`config.mk`:
```
export PLATFORM = sky130hd
export DESIGN_NAME = rf_issue_stage
export DESIGN_NICKNAME = d
export VERILOG_FILES = /design/src/rtl/rf_issue_stage.sv
export SDC_FILE = /design/constraint.sdc
export NUM_CORES = 2
export LEC_CHECK = 0
export BUFFER_PORTS_ARGS = -buffer_cell sky130_fd_sc_hd__buf_2
export CORE_AREA = 4 4 338 340
export CTS_CLUSTER_DIAMETER = 80
export DETAILED_ROUTE_END_ITERATION = 12
export DIE_AREA = 0 0 342 344
export PLACE_DENSITY = 0.82
export SYNTH_ARGS = -nofsm -noshare
export SYNTH_HDL_FRONTEND = slang
export SYNTH_SLANG_ARGS = --single-unit
```
`constraint.sdc`:
```
create_clock -name clk -period 50.7 [get_ports clk]
set_input_delay 10.14 -clock clk [delete_from_list [all_inputs] [get_ports clk]]
set_output_delay 10.14 -clock clk [all_outputs]
set_load 0.05 [all_outputs]
```
`src/rtl/rf_issue_stage.sv`:
```
// Operand/issue stage for a 3-bit-op ALU: decodes R-type words, reads a 32-entry
// register file with result forwarding, registers operands toward EX and writes back.
module rf_issue_stage #(
    parameter int DATA_W = 32,
    parameter int CNT_W  = 16
) (
    input  logic              clk,
    input  logic              rst,
    input  logic              in_valid,
    output logic              in_ready,
    input  logic [31:0]       instr,
    input  logic              hold,
    output logic [DATA_W-1:0] alu_a,
    output logic [DATA_W-1:0] alu_b,
    output logic [2:0]        alu_op,
    input  logic [DATA_W-1:0] alu_result,
    output logic              ex_valid,
    output logic              wb_en,
    output logic [4:0]        wb_addr,
    output logic [DATA_W-1:0] wb_data,
    input  logic [4:0]        dbg_addr,
    output logic [DATA_W-1:0] dbg_data,
    output logic              illegal,
    output logic [CNT_W-1:0]  illegal_cnt
);

    typedef enum logic [2:0] {
        OP_ADD = 3'b000,
        OP_SUB = 3'b001,
        OP_AND = 3'b010,
        OP_OR  = 3'b011,
        OP_NOR = 3'b100,
        OP_SLT = 3'b101
    } alu_op_e;

    localparam logic [5:0] FN_ADD = 6'h20;
    localparam logic [5:0] FN_SUB = 6'h22;
    localparam logic [5:0] FN_AND = 6'h24;
    localparam logic [5:0] FN_OR  = 6'h25;
    localparam logic [5:0] FN_NOR = 6'h27;
    localparam logic [5:0] FN_SLT = 6'h2A;

    logic [DATA_W-1:0] rf [0:31];
    logic [4:0]        ex_rd;

    logic [5:0] opcode;
    logic [4:0] rs, rt, rd;
    logic [5:0] funct;
    logic       unused_shamt;

    assign opcode = instr[31:26];
    assign rs     = instr[25:21];
    assign rt     = instr[20:16];
    assign rd     = instr[15:11];
    assign funct  = instr[5:0];
    // The shift-amount field has no meaning for this ALU and is ignored.
    assign unused_shamt = ^instr[10:6];

    logic accept, retire;
    assign accept = in_valid && !hold;
    assign retire = ex_valid && !hold;

    assign in_ready = ~hold;

    logic    dec_legal;
    alu_op_e dec_op;

    // NOTE: every signal assigned in always_comb gets a default first, so no
    // path leaves it unassigned and no latch is inferred.
    always_comb begin
        dec_legal = 1'b0;
        dec_op    = OP_ADD;
        if (opcode == 6'd0) begin
            dec_legal = 1'b1;
            case (funct)
                FN_ADD:  dec_op = OP_ADD;
                FN_SUB:  dec_op = OP_SUB;
                FN_AND:  dec_op = OP_AND;
                FN_OR:   dec_op = OP_OR;
                FN_NOR:  dec_op = OP_NOR;
                FN_SLT:  dec_op = OP_SLT;
                default: dec_legal = 1'b0;
            endcase
        end
    end

    // The result retiring this edge is newer than the register file contents.
    logic [DATA_W-1:0] rs_val, rt_val;

    always_comb begin
        rs_val = rf[rs];
        if (rs == 5'd0)
            rs_val = '0;
        else if (retire && rs == ex_rd)
            rs_val = alu_result;
    end

    always_comb begin
        rt_val = rf[rt];
        if (rt == 5'd0)
            rt_val = '0;
        else if (retire && rt == ex_rd)
            rt_val = alu_result;
    end

    assign wb_en   = retire && (ex_rd != 5'd0);
    assign wb_addr = ex_rd;
    assign wb_data = alu_result;

    assign dbg_data = (dbg_addr == 5'd0) ? '0 : rf[dbg_addr];

    // NOTE: the register file is reset like ordinary flops because reset must
    // leave every register architecturally zero; this rules out a RAM macro.
    always_ff @(posedge clk or posedge rst) begin
        if (rst) begin
            for (int i = 0; i < 32; i++)
                rf[i] <= '0;
        end else if (wb_en) begin
            rf[ex_rd] <= alu_result;
        end
    end

    // NOTE: sequential state uses non-blocking assignments so every flop samples
    // pre-edge values regardless of statement or block order.
    always_ff @(posedge clk or posedge rst) begin
        if (rst) begin
            alu_a       <= '0;
            alu_b       <= '0;
            alu_op      <= 3'b000;
            ex_rd       <= 5'd0;
            ex_valid    <= 1'b0;
            illegal     <= 1'b0;
            illegal_cnt <= '0;
        end else begin
            illegal <= accept && !dec_legal;
            if (accept && !dec_legal && illegal_cnt != {CNT_W{1'b1}})
                illegal_cnt <= illegal_cnt + 1'b1;

            if (accept && dec_legal) begin
                alu_a    <= rs_val;
                alu_b    <= rt_val;
                alu_op   <= dec_op;
                ex_rd    <= rd;
                ex_valid <= 1'b1;
            end else if (!hold) begin
                ex_valid <= 1'b0;
            end
        end
    end

endmodule
```
[Word-level counts from Yosys, hierarchy flattened]
Cells that the tools add are included.
Cells by class
  add/subtract/negate cells: 1
  magnitude comparators: 5
  eq/ne operators: 10
  multiplexer cells: 23
  bitwise operators: 5
  reductions and logical operators: 17
Operator list (count)
  $bwmux W1024: 1
  $bmux W32 S5: 3
  $mux W32: 12
  $demux W32 S5: 1
  $eq A6 B6 Y1 const B: 6
  $ge A6 B6 Y1 const B: 4
  $not A5 Y6: 4
  $add A16 B1 Y16 const B: 1
  $ne A16 B16 Y1 const B: 1
  $logic_not A5 Y1: 3
  $pmux W3 S5: 1
  $eq A5 B5 Y1: 2
  $logic_and A1 B1 Y1: 9
  $logic_not A6 Y1: 1
  $lt A6 B1 Y1 const B: 1
  $reduce_or A6 Y1: 1
  $reduce_bool A5 Y1: 1
  $mux W1: 4
  $mux W3: 1
  $logic_not A1 Y1: 2
  $ne A2 B1 Y1 const B: 1
  $not A1 Y1: 1
Storage, ports and cells
  flip-flop bits (word level): 1114
  input port bits: 73
  output and inout port bits: 156
  word-level logic and storage cells: 100

[Logic depth before layout (Yosys ltp)]
  depth after elaboration: 7
  mapped depth: 10
  gate-level depth less buffers: 6

[Least setup slack after synthesis]
Ideal clock, no wire load.
  kind: input port to output port
  start: in dbg_addr[0]
  end: out dbg_data[25]
  arrival time: 12757 ps
  data required time: 40560 ps
  setup slack: 27803 ps
  cell stages on the path: 7
  buffers on the path: 3
  cell sequence: clkbuf_1 -> clkbuf_1 -> buf_1 -> mux4_2 -> mux4_2 -> inv_1 -> o21ai_0
Between the ends
  cells in the longest elaborated chain, start to end: 5
RTL lines
  start, declared: line 21  | input logic [4:0] dbg_addr,
  $not A5 Y6 (not written as such): line 110  | assign dbg_data = (dbg_addr == 5'd0) ? '0 : rf[dbg_addr];
  $bmux W32 S5: line 110
  $mux W32 (not written as such) (2 in a row): line 110
  $mux W32 *: line 110
  end, declared: line 22  | output logic [DATA_W-1:0] dbg_data,
Mark *: on every way between the ends. The rest lies on a longest branch, timed or not. The select of a mux whose other input is x is not followed.

[Worst setup path in the final report]
  start: in dbg_addr[0]
  end: out dbg_data[30]
The elaborated chain is that of the path after synthesis.

==> flow_metrics.env <==
export IMPL_h_tree_depth=3
export IMPL_regToRegSetupSlack_ps=46710
export IMPL_fp_dieW_um=342
export IMPL_layout_core_utilization_pct=63.1
export IMPL_final_period_minus_worst_setup_slack_ps=24380
export IMPL_drt_pre_antenna_iters=8
export IMPL_cts_root_buffer="clkbuf_16"
export IMPL_worstHoldStart="rf[1012]"
export IMPL_die_area_sq_um=118000
export IMPL_critPathRequiredTime_ps=40560
export IMPL_yosysMostFrequentCell="dfrtp_1"
export IMPL_numPortBuffers=223
export IMPL_yosysWarningCount=0
export IMPL_drc=0
export IMPL_avgRoutedWirePerCell_um=35.5
export IMPL_initial_standard_cell_utilization_of_the_core_pct=57.6
export IMPL_detailedPlacementHpwl_um=117000
export IMPL_tritoncts="done"
export IMPL_setup_worst_path_end_class="output port"
export IMPL_cts_resized_gates=0
export IMPL_synth_sequential_area_ratio_pct=43.3
export IMPL_clock_path_buffers=3
export IMPL_drt_wl_total_um=215000
export IMPL_tightestPinTransition_ps=1300
export IMPL_top_level_ports=229
export IMPL_grt_antenna_before_repair=11
export IMPL_final_hold_violation_count=0
export IMPL_startpoint_type="input pin"
export IMPL_filler_cell_count=7654
export IMPL_tritoncts_num_sinks=1114
export IMPL_ant_nets=0
export IMPL_finalCritPeriodShare_pct=48.1
export IMPL_cts_hold_fix_buffers=0
export IMPL_grt_setup_unrepaired="no"
export IMPL_core_area_sq_um=112000
export IMPL_critical_path_class="input pin to output port"
export IMPL_multi_input_area_sq_um=34200
export IMPL_fin_setup_tns_ps=0
export IMPL_grt_usage_pct=36.6
export IMPL_yosysTopAreaCell="dfrtp_1"
export IMPL_rr_endpoint="rf[590]"
export IMPL_p_per_area_nw_per_um2=28.6
export IMPL_whs_endpoint="rf[1012]"
export IMPL_synth_top_flop_cell="dfrtp_1"
export IMPL_global_route_wire_length_before_repair_um=316000
export IMPL_holdCritPathClass="flip-flop to flip-flop"
export IMPL_vias_in_the_first_global_route=47500
export IMPL_whs_path_depth=0
export IMPL_critical_path_startpoint="dbg_addr[0]"
export IMPL_synth_top_cell_area_share_pct=43.3
export IMPL_max_vdd_ir_drop_uv=28.9
export IMPL_flow_area_growth_from_synthesis_pct=9.45
export IMPL_register_cell_area_after_layout_sq_um=27900
export IMPL_ys_ff_latch=1114
export IMPL_synth_avg_cell_area_sq_um=14.2
export IMPL_setup_viol=0
export IMPL_vias=47300
export IMPL_place_worst_setup_slack_ps=26260
export IMPL_synth_nets=4604
export IMPL_cts_buffers=116
export IMPL_outcome="completed"
export IMPL_post_cts_setup_buffers=0
export IMPL_netlist_area_sq_um=64300
export IMPL_post_synth_inst_count=4530
export IMPL_relative_slew_margins_pct=13.3
export IMPL_cts_clk_slew_worst_paths_ps=60
export IMPL_arrival_ps=14240
export IMPL_max_cap_violations=0
export IMPL_clkLatencyLatePin_ps=740
export IMPL_die_height_um=344
export IMPL_finalHoldWorstSlack_ps=421
export IMPL_leakage_nw=31.1
export IMPL_timing_rr_start="ex_valid"
export IMPL_grt_overflow=0
export IMPL_place_congestion=0.919
export IMPL_drt_first_iter_violations=7910
export IMPL_synthTopCellsByCount="1114 x dfrtp_1, 830 x mux4_2, 739 x mux2_2"
export IMPL_async_flop_share_pct=100
export IMPL_clock_skew_ps=41.7
export IMPL_post_synth_main_area_contributors="dfrtp_1 43%, mux4_2 29%, mux2_2 13%"
export IMPL_max_fclk_mhz=41.0
export IMPL_post_route_cells_drive_above_1_share_pct=47.8
export IMPL_worst_r2r_cell_count=5
export IMPL_timing_critical_path_fanout_max=77
export IMPL_final_critical_path_setup_slack_ps=26320
export IMPL_count_of_standard_cell_rows=123
export IMPL_grt_start_max_net_pins=190
export IMPL_ys_types=51
export IMPL_synth_edff_count=0
export IMPL_design_final_nets=4495
export IMPL_post_drt_via_cell_ratio=7.83
export IMPL_timing_final_max_slew_violations=0
==> critical path, cell delays in order <==
cell and delay [ps]:
buf_8 680, buf_4 800, buf_4 760, mux4_2 610, mux4_2 480, nand2_1 90
o21ai_0 280, buf_2 330
==> sequential cells by signal (all words and copies together), names as in the netlist <==
signal       count
illegal_cnt     16
illegal          1
rf            1024
wb_addr          5
alu_a           32
alu_op           3
ex_valid         1
alu_b           32
==> routing by layer <==
| metal | wire length, um | track usage [%] | share of wire, % |
|---|---|---|---|
| met1 | 70400 | 46.0 | 33 |
| met2 | 92200 | 51.9 | 43 |
| met3 | 34300 | 15.7 | 16 |
| met4 | 17500 | 24.4 | 8.1 |
| met5 | 100 | 0.694 | 0.047 |
==> report_power, final <==
| part | total [mW] | leakage [nW] | switching [mW] | internal (mW) |
|---|---|---|---|---|
| sequential | 0.896 | 15.5 | 0.00390 | 0.892 |
| combinational | 0.167 | 13.5 | 0.121 | 0.0468 |
| clock | 0.949 | 2.09 | 0.378 | 0.571 |
==> cell families after synthesis <==
kind of cell / share of synthesized area, %
AO/OA/AOI/OAI: 5.75
XOR/XNOR: 0.313
adder cells (fa/ha/maj): 0.0195
buffers and inverters: 3.93
flip-flops: 43.3
multiplexers: 42.1
AND/OR/NAND/NOR: 4.50
==> final cells by class <==
class	instances	share of cell area, %
Clock inverter	55	1.18
Clock buffer	163	4.86
Inverter	72	0.395
Sequential cell	1114	39.6
Multi-Input combinational cell	2806	48.5
Timing Repair Buffer	311	2.69
Antenna cell	14	0.0498
Tap cell	1500	2.67
==> worst max-delay path by stage <==
stage                               to  slack, ps  cells after the start
after floorplan               alu_a[0]       9190                      1
after global placement    dbg_data[30]      26320                      8
after detailed placement  dbg_data[30]      26260                      8
after CTS                 dbg_data[30]      26240                      8
after global routing       dbg_data[9]      26030                      8
final                     dbg_data[30]      26320                      8
==> cell usage in the layout (no fill, tap or decap), types with 4 or more instances in the layout <==
master | netlist | routed
a221o_1 | 31 | 31
clkinvlp_4 | 0 | 6
nand2_1 | 349 | 334
clkbuf_16 | 0 | 119
or4_1 | 33 | 33
mux2i_1 | 7 | 7
nand2_4 | 0 | 14
clkbuf_8 | 0 | 28
nor3_2 | 29 | 29
o211ai_1 | 33 | 33
xor2_1 | 17 | 17
buf_8 | 0 | 6
clkinv_2 | 0 | 23
nand2b_1 | 8 | 6
mux2_2 | 739 | 739
nor3b_1 | 6 | 6
diode_2 | 0 | 14
buf_4 | 32 | 85
o21ai_0 | 291 | 291
nor2_1 | 19 | 7
o22ai_1 | 252 | 252
dfrtp_1 | 1114 | 1114
mux4_2 | 830 | 830
or3b_2 | 6 | 6
nor2_4 | 0 | 12
bufinv_16 | 0 | 20
inv_1 | 72 | 71
xnor2_1 | 6 | 6
buf_2 | 78 | 215
and3_1 | 8 | 7
nor3_1 | 14 | 14
nand3b_1 | 10 | 10
clkbuf_1 | 328 | 16
buf_12 | 0 | 4
nor4_1 | 35 | 34
nand3_1 | 45 | 42
nand4_1 | 4 | 4
==> stage by stage <==
| stage | power (mW) | std cells | cell area [sq um] |
|---|---|---|---|
| floorplan | 1.03 | 4530 | 64300 |
| global placement | 1.07 | 5803 | 66100 |
| detailed placement | 1.08 | 5803 | 66100 |
| CTS | 2.01 | 6021 | 70400 |
| global route | 2.06 | 6023 | 70400 |
| finish | 2.01 | 6035 | 70400 |
No activity file was read; power rests on OpenSTA's default activity.
